**src/rtl/fifo_rx_sink_pkg.sv**
```systemverilog
// Shared types for the parity-FIFO read-side sink: bandwidth select, grant FSM
// states and the random-grant LFSR definition.
package fifo_tb_pkg;

   // Bandwidth select driven by the bench's bandwidth control
   typedef enum logic [1:0] {
      BW_000  = 2'd0,
      BW_050  = 2'd1,
      BW_100  = 2'd2,
      BW_RAND = 2'd3
   } grant_in_e;

   // Grant pattern FSM states
   typedef enum logic [2:0] {
      G_OFF    = 3'd0,
      G_ON     = 3'd1,
      G_ALT_HI = 3'd2,
      G_ALT_LO = 3'd3,
      G_RAND   = 3'd4
   } grant_state_e;

   localparam int unsigned LFSR_WIDTH = 8;

   // Fibonacci taps 8,6,5,4 expressed as bit positions 7,5,4,3
   localparam logic [LFSR_WIDTH-1:0] LFSR_TAPS = 8'b1011_1000;

   // One Fibonacci step: shift toward the MSB, feedback enters at bit 0
   function automatic logic [LFSR_WIDTH-1:0] lfsr_step(input logic [LFSR_WIDTH-1:0] s);
      return {s[LFSR_WIDTH-2:0], ^(s & LFSR_TAPS)};
   endfunction

endpackage : fifo_tb_pkg

```
**src/rtl/fifo_rx_sink_grant.sv**
```systemverilog
// grant_pattern_gen: registered read-grant pattern generator.
// Optional macro FIFO_RX_LFSR_BW_EN builds the random-grant LFSR; without it
// BW_RAND behaves like BW_100.
module grant_pattern_gen
   import fifo_tb_pkg::*;
#(
   parameter logic [LFSR_WIDTH-1:0] LFSR_SEED = 8'hA5
) (
   input  logic      clk,
   input  logic      rst,
   input  grant_in_e bw_mode,
   output logic      grant_in
);

   grant_state_e r_state;
   logic         r_grant;

`ifdef FIFO_RX_LFSR_BW_EN
   logic [LFSR_WIDTH-1:0] r_lfsr;
   logic [LFSR_WIDTH-1:0] w_lfsr_nxt;

   // LFSR only moves while the FSM sits in the random state
   assign w_lfsr_nxt = (r_state == G_RAND) ? lfsr_step(r_lfsr) : r_lfsr;

   // Random-grant LFSR register
   always_ff @(posedge clk or posedge rst) begin
      if (rst) begin
         r_lfsr <= LFSR_SEED;
      end else begin
         r_lfsr <= w_lfsr_nxt;
      end
   end
`else
   logic w_unused_seed;

   // Seed has no effect when the LFSR is not built
   assign w_unused_seed = ^LFSR_SEED;
`endif

   // Grant FSM; grant output is registered alongside the state it belongs to
   always_ff @(posedge clk or posedge rst) begin
      if (rst) begin
         r_state <= G_OFF;
         r_grant <= 1'b0;
      end else begin
         case (bw_mode)
            BW_000: begin
               r_state <= G_OFF;
               r_grant <= 1'b0;
            end
            BW_050: begin
               if (r_state == G_ALT_HI) begin
                  r_state <= G_ALT_LO;
                  r_grant <= 1'b0;
               end else begin
                  r_state <= G_ALT_HI;
                  r_grant <= 1'b1;
               end
            end
            BW_100: begin
               r_state <= G_ON;
               r_grant <= 1'b1;
            end
            BW_RAND: begin
`ifdef FIFO_RX_LFSR_BW_EN
               r_state <= G_RAND;
               r_grant <= w_lfsr_nxt[0];
`else
               r_state <= G_ON;
               r_grant <= 1'b1;
`endif
            end
            default: begin
               r_state <= G_OFF;
               r_grant <= 1'b0;
            end
         endcase
      end
   end

   assign grant_in = r_grant;

endmodule : grant_pattern_gen

```
**src/rtl/fifo_rx_sink.sv**
```systemverilog
// fifo_rx_sink: read-side consumer of the parity FIFO. Drives a patterned
// grant, accepts words on valid_out && grant_in, checks even parity and keeps
// saturating received/error counters.
// Optional macro FIFO_RX_LFSR_BW_EN enables the random-grant pattern.
module fifo_rx_sink
   import fifo_tb_pkg::*;
#(
   parameter int unsigned             DATA_WIDTH  = 17,
   parameter int unsigned             COUNT_WIDTH = 16,
   parameter logic [LFSR_WIDTH-1:0]   LFSR_SEED   = 8'hA5
) (
   input  logic                   clk,
   input  logic                   rst,
   input  grant_in_e              bw_mode,
   input  logic                   valid_out,
   input  logic [DATA_WIDTH-1:0]  data_out,
   output logic                   grant_in,
   output logic [DATA_WIDTH-2:0]  rx_data,
   output logic                   rx_valid,
   output logic                   par_err,
   output logic [COUNT_WIDTH-1:0] rx_count,
   output logic [COUNT_WIDTH-1:0] err_count
);

   localparam int unsigned            PAY_W   = DATA_WIDTH - 1;
   localparam logic [COUNT_WIDTH-1:0] CNT_MAX = '1;

   logic                   w_grant;
   logic                   w_accept;
   logic                   w_par_bad;
   logic [PAY_W-1:0]       r_rx_data;
   logic                   r_rx_valid;
   logic                   r_par_err;
   logic [COUNT_WIDTH-1:0] r_rx_count;
   logic [COUNT_WIDTH-1:0] r_err_count;

   grant_pattern_gen #(
      .LFSR_SEED (LFSR_SEED)
   ) u_grant (
      .clk      (clk),
      .rst      (rst),
      .bw_mode  (bw_mode),
      .grant_in (w_grant)
   );

   // Accept uses the grant already on the wire, not the one being computed
   assign w_accept  = valid_out & w_grant;
   // Even parity over the full word: any odd bit count is an error
   assign w_par_bad = ^data_out;

   // Capture payload and produce the one-cycle result pulses
   always_ff @(posedge clk or posedge rst) begin
      if (rst) begin
         r_rx_data  <= '0;
         r_rx_valid <= 1'b0;
         r_par_err  <= 1'b0;
      end else begin
         r_rx_valid <= w_accept;
         r_par_err  <= w_accept & w_par_bad;
         if (w_accept) begin
            r_rx_data <= data_out[PAY_W-1:0];
         end
      end
   end

   // Saturating received-word and parity-error counters
   always_ff @(posedge clk or posedge rst) begin
      if (rst) begin
         r_rx_count  <= '0;
         r_err_count <= '0;
      end else if (w_accept) begin
         if (r_rx_count != CNT_MAX) begin
            r_rx_count <= r_rx_count + COUNT_WIDTH'(1);
         end
         if (w_par_bad && (r_err_count != CNT_MAX)) begin
            r_err_count <= r_err_count + COUNT_WIDTH'(1);
         end
      end
   end

   assign grant_in  = w_grant;
   assign rx_data   = r_rx_data;
   assign rx_valid  = r_rx_valid;
   assign par_err   = r_par_err;
   assign rx_count  = r_rx_count;
   assign err_count = r_err_count;

endmodule : fifo_rx_sink

```
**config.mk**
```make
export PLATFORM = sky130hd
export DESIGN_NAME = fifo_rx_sink
export DESIGN_NICKNAME = d
export VERILOG_FILES = /design/src/rtl/fifo_rx_sink_pkg.sv /design/src/rtl/fifo_rx_sink_grant.sv /design/src/rtl/fifo_rx_sink.sv
export SDC_FILE = /design/constraint.sdc
export NUM_CORES = 1
export LEC_CHECK = 0
export ABC_CLOCK_PERIOD_IN_PS = 5200
export BUFFER_PORTS_ARGS = -buffer_cell sky130_fd_sc_hd__buf_2
export CAP_MARGIN = 5
export CORE_ASPECT_RATIO = 1.1
export CORE_MARGIN = 2
export CORE_UTILIZATION = 55
export DETAILED_ROUTE_END_ITERATION = 8
export PLACE_DENSITY = 0.84
export SETUP_SLACK_MARGIN = 0.3
export SLEW_MARGIN = 20
export SYNTH_ARGS = -nofsm -noshare
export SYNTH_HDL_FRONTEND = slang
export SYNTH_SLANG_ARGS = --single-unit
```
**constraint.sdc**
```tcl
create_clock -name clk -period 5.2 [get_ports clk]
set_clock_uncertainty 0.1 [all_clocks]
set_input_delay 0.52 -clock clk [delete_from_list [all_inputs] [get_ports clk]]
set_output_delay 0.52 -clock clk [all_outputs]
set_load 0.02 [all_outputs]
```
# After elaboration in Yosys (flattened, before gate mapping)
# Index checks and enable logic that the tools add are counted.
dict set report word_totals {
  ff_bits 54
  word_cells 27
  output_inout_bits 51
}
dict set report op_classes {
  n_eq_ne 6
  add_sub_neg 2
  bitwise_logic 2
  n_reduce_logical 6
  muxes 4
}
# operator n
set ops {}
lappend ops {{16-bit by 1-bit adder with 16-bit output (second input constant)} 2}
lappend ops {{16-bit inequality test (second input constant)} 2}
lappend ops {{17-bit XOR reduction} 1}
lappend ops {{3-bit case mux with 3 select lines} 1}
lappend ops {{2-bit equality test (second input constant)} 2}
lappend ops {{2-bit AND reduction} 2}
lappend ops {{3-bit by 2-bit equality test with 1-bit output (second input constant)} 1}
lappend ops {{1-bit case mux with 3 select lines} 1}
lappend ops {{1-bit bitwise AND} 2}
lappend ops {{2-bit by 1-bit equality test with 1-bit output (second input constant)} 1}
lappend ops {{2-bit logical NOT} 1}
lappend ops {{1-bit 2-to-1 mux} 2}
lappend ops {{2-bit OR reduction} 1}
lappend ops {{1-bit logical AND} 1}

# Depth between registers and ports, before layout
# Gate-level depths: netlist of the first run.
dict set report depth {
  word_depth 3
  mapped_depth 7
}

# Hierarchy
# From an unflattened synthesis of the first run, not the netlist that was laid out.
dict set report hier_totals {
  hier_cells 276
  area_unflattened_um2 2801.4
}
# module seq_area_each_um2 area_per_inst_um2 cells_per_inst n_inst
set by_module_without_submodules {}
lappend by_module_without_submodules {fifo_rx_sink 1251.2 2686.3 267 1}
lappend by_module_without_submodules {grant_pattern_gen 75.1 115.1 9 1}

# Least setup slack after synthesis of the first run
# Ideal clock, no wire load.
dict set report synth_path {
  path_kind {input -> register}
  startpoint {input data_out[13]}
  endpoint {register r_err_count[13], in the netlist err_count[13]}
  arrival_ps 2098
  path_buffers 0
  setup_slack_ps 2870
  stages 6
  cell_sequence {xnor2_1 > xnor2_2 > xnor3_2 > xnor2_4 > or4b_1 > xnor2_1}
}
dict set report synth_between {
  elab_chain_cells 3
}
# element line_no
set synth_rtl {}
lappend synth_rtl {{from (decl)} fifo_rx_sink.sv:16} ;# input logic [DATA_WIDTH-1:0] data_out,
lappend synth_rtl {{17-bit XOR reduction} fifo_rx_sink.sv:49} ;# assign w_par_bad = ^data_out;
lappend synth_rtl {{1-bit logical AND} fifo_rx_sink.sv:75} ;# if (w_par_bad && (r_err_count != CNT_MAX)) begin
lappend synth_rtl {{2-bit AND reduction (no source line)} -}
lappend synth_rtl {{to (signal assigned)} fifo_rx_sink.sv:76} ;# r_err_count <= r_err_count + COUNT_WIDTH'(1);
lappend synth_rtl {{to (decl)} fifo_rx_sink.sv:35} ;# logic [COUNT_WIDTH-1:0] r_err_count;
# No other way between the ends.
# A chain may end at the register's enable or synchronous reset.

# Final worst setup path of the first run
dict set report layout_path {
  startpoint {register u_grant.r_grant, in the netlist u_grant.grant_in}
  endpoint {register r_err_count[13], in the netlist err_count[13]}
}
dict set report layout_between {
  elab_chain_cells 2
}
# element line_no
set layout_rtl {}
lappend layout_rtl {{from (decl)} fifo_rx_sink_grant.sv:16} ;# logic r_grant;
lappend layout_rtl {{from (signal assigned)} fifo_rx_sink_grant.sv:44} ;# r_grant <= 1'b0;
lappend layout_rtl {{from (signal assigned)} fifo_rx_sink_grant.sv:49} ;# r_grant <= 1'b0;
lappend layout_rtl {{from (signal assigned)} fifo_rx_sink_grant.sv:54} ;# r_grant <= 1'b0;
lappend layout_rtl {{1-bit bitwise AND} fifo_rx_sink.sv:47} ;# assign w_accept = valid_out & w_grant;
lappend layout_rtl {{2-bit AND reduction (no source line)} -}
# No other way between the ends.

==> results.txt, run 1 <==
The setup TNS after final layout is 0 ns. The clock drives 53 sinks. The starting density of the core came out at 57.57%. The worst register-to-register path ends at err_count[13].

Across all layers, the routed design uses 1930 vias. The layout has between 300 and 400 filler cells. The largest net degree at the start of global routing is 54.

The total of max-cap violations is 0. The number of cells upsized or downsized after cts is 0. The multi-input combinational cells in the finished layout cover a total of 0.001112 mm². Leaving out fill and tap cells, the most frequent cell in the layout is buf_2.

The measured slew at the worst slew-check pin came out at 0.8546 ns. The final period demand of the worst path came out at 2.740 ns. After clock tree synthesis, the clock-pin slew on the worst setup and hold paths is roughly 0.09 ns. Setup violations remaining at the end of the flow were counted as 0. No sink is reached through more buffers than the 2 on the longest clock path. The power share of the sequential group came out at 47.1%. For this design the ratio of total power to cell area is a little under 400 mW/mm².

The per-cell routed wire length is 13.40 µm. The number of storage elements in the synthesis netlist is 53. The standard cell core area is 0.004317 mm². For the worst flop-to-flop path, the logic depth is 5.

The sequential area share after synthesis came out at 53.37%. The number of endpoints with negative hold slack in the final report is 0. The via count of the first global-routing pass was 1812. The netlist area before placement came out at 0.002485 mm². Of the total power, combinational logic draws 31.0%.

The post-synthesis adder-cell area fraction is 1.007%. The synthesis-to-finish area growth came out at 20.24%. The area share of xor/xnor cells in the synthesized design is around 16%. The utilization after layout is 69.22%. The worst hold path belongs to the class primary input to async pin. The clock network burns 21.8% of the power. CTS built an H-tree with a depth of 2. The proportion of synthesized area in mux cells came out at 1.360%. The number of nets produced by synthesis came out at 267. The synthesized design devotes to its leading area cell type between 50 and 60% of total area. The headroom to the max-slew limit is 42.96%. The synthesized netlist devotes around 2.3% of its cell area to compound gates. The antenna diode count came out at 0.

The synthesized netlist devotes 23.97% of its cell area to simple gates. Measured along the x axis, the die boundary spans 68.09 µm. Before antenna repair, the detailed router went through 4 iterations. The number of antenna violations at the first check in global routing is 0.

The achievable clock frequency came out at 0.3650 GHz. The final worst-path cycle share is 52.69%. The net count of the finished layout is between 300 and 400. Yosys mapped the design onto 32 distinct sky130hd cell types. The count of buffers from port buffering came out at 72. Across the VDD grid, the largest voltage drop is approximately 0.20 mV. The top cell types in the final layout, fill and taps aside, are buf_2 (72), nand2_1 (61), dfrtp_1 (53), xnor2_1 (30), nand3_1 (14). The I/O pin total is 73. The required time of the critical path came out at about 5.3 ns. The peak fanout along the critical path is 29. The sequential cell area is around 0.0013 mm².

The number of pins with negative max-slew slack in the final report came out at 0. In this run switching power makes up 35.72% of total power. After synthesis, the cell types taking the most area are dfrtp_1 (53%), xnor2_1 (11%), nand2_1 (9.2%). The number of cell rows is 25. The routed wire length came out at 4.943 mm. The setup fix buffers added after clock tree synthesis is 0. The worst hold margin is 0.2494 ns. Cell internal power was estimated by the tool at ~0.74 mW. Clock tree synthesis inserted a total of 5 buffers.

TritonCTS built the clock tree. The worst-case register-to-register setup slack is 2.46 ns. The overall die height came out at ~74 µm. The placer's final routability congestion estimate came out at just over 0.8.

The floorplan step defined a die boundary enclosing 0.005072 mm². The number of routed nets with antenna violations is 0. The final routed DRC violation total is 0. The latest clock arrival within the worst-skew pair is between 0.3 and 0.4 ns. The root buffer selected by CTS is clkbuf_8.

The overflow left after global routing came out at 0. The power after layout is 1.158 mW. The first global-routing pass estimated 8.280 mm of wire. The startpoint identified for the worst register-to-register timing path is u_grant.grant_in. The overall global routing resource usage came out at between 20% and 30%.

The worst setup path category is register to register. The leakage power came out at 1.550 nW. The number of warnings reported in the yosys synthesis log is 0.

The per-cell via count in the routed design came out at 5.230. Summed over all nets, the half-perimeter wirelength after detailed placement is 3.561 mm. Buffers inserted to repair hold after CTS numbered 0. The initial detailed-routing violation count came out at 123.

STA classifies the critical path startpoint as a register. At the worst endpoint, the arrival time is 2.83 ns. The share of final-layout standard cells stronger than drive strength 1 came out at between 20 and 30%. Setup repair after global routing left no endpoint under its margin. For this design the total switching power over the nets is 0.4136 mW. The top cell type by total area after synthesis is dfrtp_1. The flow ran to the end, and the final reports show no timing, DRC or antenna violations. The mean area per synthesized cell came out at 10.23 µm². By area, the combinational part of the netlist is dominated by simple AND/OR/NAND/NOR gates. STA classifies the critical path endpoint as a register.

The cell count after synthesis came out at 243.
[how the worst max path moves through the flow]
stage                     cells past startpoint            end        startpoint
after global routing                          5  err_count[13]  u_grant.grant_in
after detailed placement                      6  err_count[13]         valid_out
after floorplan                               6  err_count[13]      data_out[13]
final                                         5  err_count[13]  u_grant.grant_in
after CTS                                     5  err_count[13]  u_grant.grant_in
after global placement                        6  err_count[13]         valid_out
[state kept, by name, indices dropped and copies added (netlist names)]
| signal | count |
|---|---|
| err_count | 16 |
| par_err | 1 |
| rx_count | 16 |
| rx_data | 16 |
| rx_valid | 1 |
| u_grant.grant_in | 1 |
| u_grant.r_state | 2 |
[power by group through the flow]
stage	logic (mW)	clock network (mW)	registers, mW
global placement	0.354	0	0.550
detailed placement	0.362	0	0.551
global route	0.391	0.276	0.558
finish	0.360	0.253	0.546
floorplan	0.184	0	0.619
CTS	0.364	0.260	0.544
[metal layers]
| metal | up-vias | GRT usage, % | wire [µm] |
|---|---|---|---|
| met2 | 49 | 36.25 | 2385 |
| met4 | 0 | 6.000 | 57 |
| met5 | - | 0 | 0 |
| met1 | 920 | 28.86 | 2238 |
| met3 | 5 | 4.992 | 262 |
| li1 | 956 | - | - |
[cells by family (layout without fill, tap and decap cells)]
kind of cell               Yosys count  after routing
AOI/OAI and AO/OA                    9              9
xor gates and xnor gates            41             41
adders and majority gates            2              2
buffers and inverters               12             84
DFF                                 53             53
muxes                                3              3
and+or+nand+nor                    123            123
[Yosys cell counts]
library cell / instances
a21oi_1: 3
nand2_1: 61
and2_1: 3
nand3_1: 14
nor2b_1: 2
mux2_2: 3
nor3b_1: 1
nand4_1: 11
xnor3_2: 1
nor2_1: 9
or4b_1: 1
xor2_1: 8
and3_1: 8
buf_2: 1
nor3_1: 3
a31oi_1: 2
nand2b_1: 2
nor4b_1: 2
xnor2_4: 1
and4_1: 5
o21bai_1: 1
clkbuf_1: 4
o21ai_0: 1
dfrtp_1: 53
a41o_1: 1
xnor2_1: 30
xnor2_2: 1
a21o_1: 1
or2_2: 1
ha_1: 2
buf_1: 3
inv_1: 4
[layout make-up]
cell class	instances	share of cell area, %
clock inverter	1	0.2931
clock buffer	7	3.224
multi-input combinational	178	37.23
inverter	4	0.5444
tap	54	2.261
sequential	53	44.39
timing repair buffer	72	12.06
[metrics by stage]
step / setup slack [ns] / cells / cell area [µm²]
after floorplan: 2.870 / 243 / 2485
after global placement: 2.290 / 361 / 2882
after detailed placement: 2.233 / 361 / 2882
after CTS: 2.442 / 369 / 2987
after global routing: 2.207 / 369 / 2988
final: 2.460 / 369 / 2988
[worst max-delay path, stage by stage, from the launching register on]
cell	delay [ns]
dfrtp_1	0.35
nand2_1	0.40
inv_1	0.78
nand2_1	0.23
or4b_1	0.61
xnor2_1	0.14
Power figures use the tool's default switching activity.
==> run 2, diff against run 1 <==
--- a/config.mk
+++ b/config.mk
@@ -5,14 +5,14 @@
 export SDC_FILE = /design/constraint.sdc
 export NUM_CORES = 1
 export LEC_CHECK = 0
-export ABC_CLOCK_PERIOD_IN_PS = 5200
+export ABC_CLOCK_PERIOD_IN_PS = 2800
 export BUFFER_PORTS_ARGS = -buffer_cell sky130_fd_sc_hd__buf_2
 export CAP_MARGIN = 5
 export CORE_ASPECT_RATIO = 1.1
 export CORE_MARGIN = 2
-export CORE_UTILIZATION = 55
+export CORE_UTILIZATION = 51
 export DETAILED_ROUTE_END_ITERATION = 8
-export PLACE_DENSITY = 0.84
+export PLACE_DENSITY = 0.79
 export SETUP_SLACK_MARGIN = 0.3
 export SLEW_MARGIN = 20
 export SYNTH_ARGS = -nofsm -noshare
==> constraint.sdc (replaced) <==
create_clock -name clk -period 2.8 [get_ports clk]
set_clock_uncertainty 0.1 [all_clocks]
set_input_delay 0.28 -clock clk [delete_from_list [all_inputs] [get_ports clk]]
set_output_delay 0.28 -clock clk [all_outputs]
set_load 0.02 [all_outputs]
==> results.txt, run 2 (synthesis results as in run 1) <==
The worst register-to-register path begins at rx_count[4]. STA classifies the critical path endpoint as a register. STA classifies the critical path startpoint as a primary input. The cell area after placement came out at 0.002922 mm² (+1.4%). The worst-case register-to-register setup slack came out at 0.82 ns (-1.64 ns). The headroom to the max-slew limit came out at 63.49% (+21 points). The final worst-path cycle share is between 70% and 80%. The critical path goes through buf_2 > xor2_1 > xnor2_1 > xnor3_2 > xnor2_4 > or4b_1 > xnor2_1. The area enclosed by the die boundary is 0.005448 mm² (+7.4%). The number of cells upsized or downsized after cts was 0 (unchanged). The data arrival at the endpoint of the critical path came out at 2.12 ns (-0.71 ns). The cell depth of the worst flop-to-flop path came out at 6 (+1).

The post-layout instance area is 0.003043 mm² (+1.8%). The number of antenna violations at the first check in global routing came to 0 (unchanged). The first-pass detailed-route iteration total is 4 (unchanged). The per-cell via count in the routed design is 5.162 (-1.3%). The number of cell rows is 26 (+4.0%). The count of buffers from port buffering is 72 (unchanged). The clock transition at the registers of the reported paths is 0.09 ns (about the same). The measured slew at the worst slew-check pin is 0.5451 ns (-0.3095 ns). The number of buffers and inverters on the critical path is 1 (unchanged).

The peak fanout along the critical path came out at 11 (-62%). The final-layout fill cell count was 405 (+18%). The standard cell core area is 0.004684 mm² (+8.5%).

The slowest cell on the critical path is xnor3_2. The TritonCTS sink count is 53 (unchanged). The per-cell routed wire length was 13.36 µm (-0.26%). The achievable clock frequency came out at 0.4944 GHz. The via count of the first global-routing pass is 1969 (+8.7%). Setup repair after global routing left no endpoint under its margin.

The cell count of the worst hold path is 2. The synthesis-to-finish area growth is 22.46%. The share of final-layout standard cells stronger than drive strength 1 is 28.66% (+0.72 points). The antenna diode count is 0 (unchanged). The final period demand of the worst path is 2.023 ns. The power per standard cell area is 728.7 mW/mm² (+88%). The first-pass GRT wire length came out at 8.355 mm (+0.91%). In the layout the commonest cells are buf_2 (72), nand2_1 (61), dfrtp_1 (53), xnor2_1 (30), nand3_1 (14). The cell seen most often among critical-path stages is xnor2_1. The run finished with clean final reports.

The cell sitting at the root of the clock tree is a clkbuf_8. The count of nets after finishing is 344 (+1.8%). The initial detailed-routing violation count is 75 (-39%).

The number of endpoints with negative hold slack in the final report came out at 0 (unchanged). The number of buffers on the longest clock path came out at 2 (unchanged). The required time of the critical path came out at 2.89 ns (-2.40 ns). The worst hold path belongs to the class primary input to register. The setup TNS after final layout came out at 0 ns (unchanged). The leakage power is 1.579 nW (+1.9%). The total via count after detailed routing is 1946 (+0.83%). The I/O pin total came out at 73 (unchanged). TritonCTS built the clock tree. The most common cell after layout, fill and taps aside is buf_2.

The overflow left after global routing is 0 (unchanged). The final routed DRC violation total is 0 (unchanged). The reg-to-reg critical path endpoint is rx_count[7]. The highest cell delay on the worst timing path came out at 0.49 ns (-0.29 ns). The post-detailed-placement half-perimeter wirelength came out at 3.649 mm (+2.5%). The number of clock buffers inserted by TritonCTS is 5 (unchanged). The path with the worst hold slack has its endpoint at u_grant.r_state[1]. The placer's final routability congestion estimate came out at 0.8066 (-2.7%). In this run the most critical hold path is launched from bw_mode[1]. The latest clock arrival within the worst-skew pair came out at 0.30 ns (about the same).

The number of routed nets with antenna violations is 0 (unchanged). In this design, the largest share of critical-path delay is due to XOR/XNOR gates. The largest net degree at the start of global routing is 28 (-48%).

The peak supply drop was 0.3384 mV (+67%). The overall die height came out at 77.21 µm (+3.6%). The starting density of the core came to 53.04% (-4.5 points).

The overall global routing resource usage is 19.18% (-2.7 points). The H-tree depth came out at 2 (unchanged). The routed wire length is 5.037 mm (+1.9%).

The worst hold margin is 0.04058 ns (-0.2089 ns). The power after layout came to 2.217 mW (+91%). The number of pins with negative max-slew slack in the final report is 0 (unchanged).

The floorplan die width is 70.56 µm (+3.6%). The total of max-cap violations came out at 0 (unchanged). The setup path with the least slack is of type primary input to register. The setup violation total in the final timing report came to 0 (unchanged).
[run 2: worst max path at each step]
stage                  from       endpoint  slack, ns  cells past startpoint
5_1_grt        data_out[10]  err_count[13]       0.65                      7
3_5_place_dp    data_out[4]  err_count[13]       0.45                      7
6_report        data_out[4]  err_count[13]       0.78                      7
4_1_cts         data_out[4]  err_count[13]       0.78                      7
2_1_floorplan  data_out[13]  err_count[13]       0.71                      6
3_3_place_gp    data_out[4]  err_count[13]       0.47                      7
[run 2: worst register-to-register path, cell delays in order, from the launching register on]
cell and delay, ns:
dfrtp_1 0.45, and4_1 0.26, and4_1 0.28, a41o_1 0.27, nor2_1 0.23, nand4_1 0.14
xnor2_1 0.14
[run 2: area by class of cell]
type	count	area (µm²)	area share, %
Timing Repair Buffer	78	407.9	13.40
Sequential cell	53	1326	43.59
Clock buffer	6	72.57	2.385
Clock inverter	2	38.79	1.275
Tap cell	56	70.07	2.303
Multi-Input combinational cell	178	1112	36.55
Inverter	4	15.01	0.4934
[run 2: metrics by stage]
| step | setup slack (ns) | util (%) | instances |
|---|---|---|---|
| 2_1_floorplan | 0.7103 | - | 243 |
| 3_3_place_gp | 0.4657 | 62.37 | 368 |
| 3_5_place_dp | 0.4513 | 62.37 | 368 |
| 4_1_cts | 0.7793 | 64.96 | 377 |
| 5_1_grt | 0.6523 | 64.96 | 377 |
| 6_report | 0.7772 | 64.96 | 377 |
[run 2: report_power, final]
| group | internal (mW) | total, mW | switching, mW | leakage, nW |
|---|---|---|---|---|
| sequential | 0.883 | 1.01 | 0.123 | 0.684 |
| combinational | 0.291 | 0.699 | 0.408 | 0.839 |
| clock | 0.269 | 0.513 | 0.244 | 0.0554 |
[run 2: layer usage]
metal  track usage [%]  part of all wire (%)  up-vias
li1                  -                     -      960
met1             21.84                    44      929
met2             34.15                    49       50
met3             4.862                   5.9        7
met4             7.547                   1.4        0
met5                 0                     0        -
[run 2: what timing repair did]
item / in CTS / in global routing
setup buffers: 0 / 0
endpoints found under the hold margin: 53 / 0
hold buffers: 1 / 0
==> run 3, diff against run 2 <==
--- a/config.mk
+++ b/config.mk
@@ -5,14 +5,14 @@
 export SDC_FILE = /design/constraint.sdc
 export NUM_CORES = 1
 export LEC_CHECK = 0
-export ABC_CLOCK_PERIOD_IN_PS = 2800
+export ABC_CLOCK_PERIOD_IN_PS = 1650
 export BUFFER_PORTS_ARGS = -buffer_cell sky130_fd_sc_hd__buf_2
 export CAP_MARGIN = 5
 export CORE_ASPECT_RATIO = 1.1
 export CORE_MARGIN = 2
-export CORE_UTILIZATION = 51
+export CORE_UTILIZATION = 46
 export DETAILED_ROUTE_END_ITERATION = 8
-export PLACE_DENSITY = 0.79
+export PLACE_DENSITY = 0.75
 export SETUP_SLACK_MARGIN = 0.3
 export SLEW_MARGIN = 20
 export SYNTH_ARGS = -nofsm -noshare
==> constraint.sdc (replaced) <==
create_clock -name clk -period 1.65 [get_ports clk]
set_clock_uncertainty 0.1 [all_clocks]
set_input_delay 0.165 -clock clk [delete_from_list [all_inputs] [get_ports clk]]
set_output_delay 0.165 -clock clk [all_outputs]
set_load 0.02 [all_outputs]
==> results.txt, run 3 (synthesis results as in run 1) <==
The run finished, with violations left. The final reports fail on setup timing. TritonCTS built the clock tree. The H-tree depth is 2 (unchanged).

The peak supply drop was 0.9429 mV (+180%). The met3 layer usage reported by global route is 3.722% (-1.1 points). The number of routed nets with antenna violations came to 0 (unchanged). The standard cell core area came to 0.005290 mm² (+13%). The setup TNS after final layout came to -0.3029 ns (-0.3029 ns). The number of endpoints with negative hold slack in the final report came out at 0 (unchanged). The number of buffers on the longest clock path came out at 2 (unchanged). The number of buffers and inverters on the critical path was 1 (unchanged). The initial detailed-routing violation count came out at 99 (+32%). The worst setup path category is primary input to register. The first-pass detailed-route iteration total came out at 4 (unchanged).

The routed wire length came out at 6.391 mm (+27%). The setup violation total in the final timing report came to 8 (+8). The net switching fraction of the power came out at 35.37% (+0.44 points). The I/O pin total is 73 (unchanged). The number of antenna violations at the first check in global routing is 0 (unchanged). The final worst-path cycle share is 106.6%. The placer's final routability congestion estimate is 0.7824 (-3.0%). The post-layout instance area came out at 0.003986 mm² (+31%). The share of final-layout standard cells stronger than drive strength 1 came out at 53.61% (+25 points). The measured slew at the worst slew-check pin is 0.3283 ns (-0.2168 ns). The highest cell delay on the worst timing path is 0.49 ns (about the same). The post-detailed-placement half-perimeter wirelength came to 4.284 mm (+17%). The per-cell routed wire length came out at 13.80 µm (+3.3%).

The synthesis-to-finish area growth is 60.42%. The total via count after detailed routing came to 2236 (+15%). The internal power of the cells came to 2.735 mW (+90%). The switching power summed over all nets is 1.497 mW (+93%). The smallest setup slack after layout is -0.1095 ns (-0.8867 ns). The most common cell after layout, fill and taps aside is buf_2. The met1 capacity usage during global routing came to 26.77% (+4.9 points). The power share of the combinational group is 44.4% (+13 points).

The first-pass GRT wire length came to 10.09 mm (+21%). The peak fanout along the critical path was 3 (-8). The overflow left after global routing was 0 (unchanged).

Setup repair after global routing could not meet its margin everywhere. The TritonCTS sink count came out at 53 (unchanged). The most heavily used metal layer in global routing is met2. The slowest stage of the critical path is the xnor3_2 cell. The overall die height is 81.09 µm (+5.0%). On the critical path the largest part of the delay comes from XOR/XNOR gates. The required time of the critical path was 1.75 ns (-1.14 ns). The largest net degree at the start of global routing came out at 54 (+93%). The total of max-cap violations came to 0 (unchanged). The power share of the sequential group is 38.7% (-6.7 points). The overall global routing resource usage came to 21.81% (+2.6 points). The root buffer selected by CTS is clkbuf_8.

The via count of the first global-routing pass came out at 2270 (+15%). The top cell types in the final layout, fill and taps aside, are buf_2 (67), nand2_1 (57), buf_4 (51), dfrtp_1 (35), xnor2_1 (19). The headroom to the max-slew limit is 77.97% (+14 points). The starting density of the core came out at 46.97% (-6.1 points). The floorplan die width came out at 74.08 µm (+5.0%).

The area enclosed by the die boundary came out at 0.006006 mm² (+10%). The count of nets after finishing is 411 (+19%). The data arrival at the endpoint of the critical path came out at 1.86 ns (-0.26 ns). The count of buffers from port buffering is 72 (unchanged). The critical path goes through buf_8 > xnor2_4 > xnor2_2 > xnor3_2 > xnor2_4 > or4b_4 > xnor2_2.

The antenna diode count came out at 0 (unchanged). The per-cell via count in the routed design is 4.829 (-6.4%). The power per standard cell area was 1062 mW/mm² (+46%). STA classifies the critical path startpoint as a primary input. The number of pins with negative max-slew slack in the final report came to 0 (unchanged). The latest clock arrival within the worst-skew pair is 0.30 ns (about the same). The cell area after placement is 0.003432 mm² (+17%). The met2 demand-to-capacity share in global routing came out at 37.86% (+3.7 points).

The final period demand of the worst path came out at 1.760 ns. The number of clock buffers inserted by TritonCTS came out at 5 (unchanged). Timing would allow up to 0.5683 GHz. The worst setup path is captured at a register.

The tightest min-delay check is of the primary input to register type. The leakage power is 2.066 nW (+31%). The final routed DRC violation total is 0 (unchanged).

The clock transition at the registers of the reported paths is 0.10 ns (about the same). The share of total power in the clock network is 16.8% (-6.3 points). The placement-stage worst setup slack is -0.5290 ns (-0.9803 ns).

The number of cell rows came out at 28 (+7.7%).
-- run 3: path summary, 6_finish.rpt --
check | slack (ns) | cells after the start | startpoint | end
worst min-delay path | 0.005 | 3 | bw_mode[0] | u_grant.r_state[1]
worst max register to register | -0.06 | 5 | err_count[5] | err_count[13]
worst min register to register | 0.37 | 2 | rx_data[8] | rx_data[8]
min in group asynchronous | 0.37 | 4 | rst | rx_data[1]
max in group asynchronous | 0.80 | 4 | rst | rx_count[4]
worst max-delay path | -0.11 | 7 | data_out[3] | err_count[13]
-- run 3: final cells by class --
class / count / area, µm²
inverters: 4 / 18.77
repair buffers: 145 / 1020
fillers: 338 / 1304
clock buffers: 6 / 72.57
multi-input cells: 178 / 1423
flip-flops and latches: 53 / 1349
well taps: 75 / 93.84
clock inverters: 2 / 10.01
-- run 3: what timing repair did --
action                     4_1_cts  5_1_grt
pin swaps                       23       22
setup endpoints to repair       33       35
resized for setup               42       17
hold buffers                    13        0
setup buffers                    4        5
hold endpoints to repair        65        0
-- run 3: per-layer routing --
| layer | routed length (µm) | part of all wire, % |
|---|---|---|
| met2 | 3421 | 54 |
| met5 | 0 | 0 |
| met4 | 104 | 1.6 |
| met1 | 2658 | 42 |
| met3 | 205 | 3.2 |
-- run 3: metrics by stage --
stage	cells	hold WS [ns]	utilization (%)	power, mW
after floorplan	243	0.1257	-	2.611
after global placement	434	0.1569	64.88	3.228
after detailed placement	434	0.1624	64.88	3.276
after CTS	459	0.0001603	72.97	4.184
after global routing	463	0.001730	75.35	4.489
final	463	0.005205	75.35	4.232
-- run 3: tightest hold or removal path: stages --
cell    delay [ns]
buf_2         0.10
inv_1         0.06
nor2_1        0.05
-- run 3: power groups by stage --
stage | combinational (mW) | sequential (mW) | clock, mW
global placement | 1.58 | 1.64 | 0
finish | 1.88 | 1.64 | 0.711
global route | 2.03 | 1.67 | 0.786
detailed placement | 1.62 | 1.66 | 0
floorplan | 0.637 | 1.97 | 0
CTS | 1.81 | 1.64 | 0.734
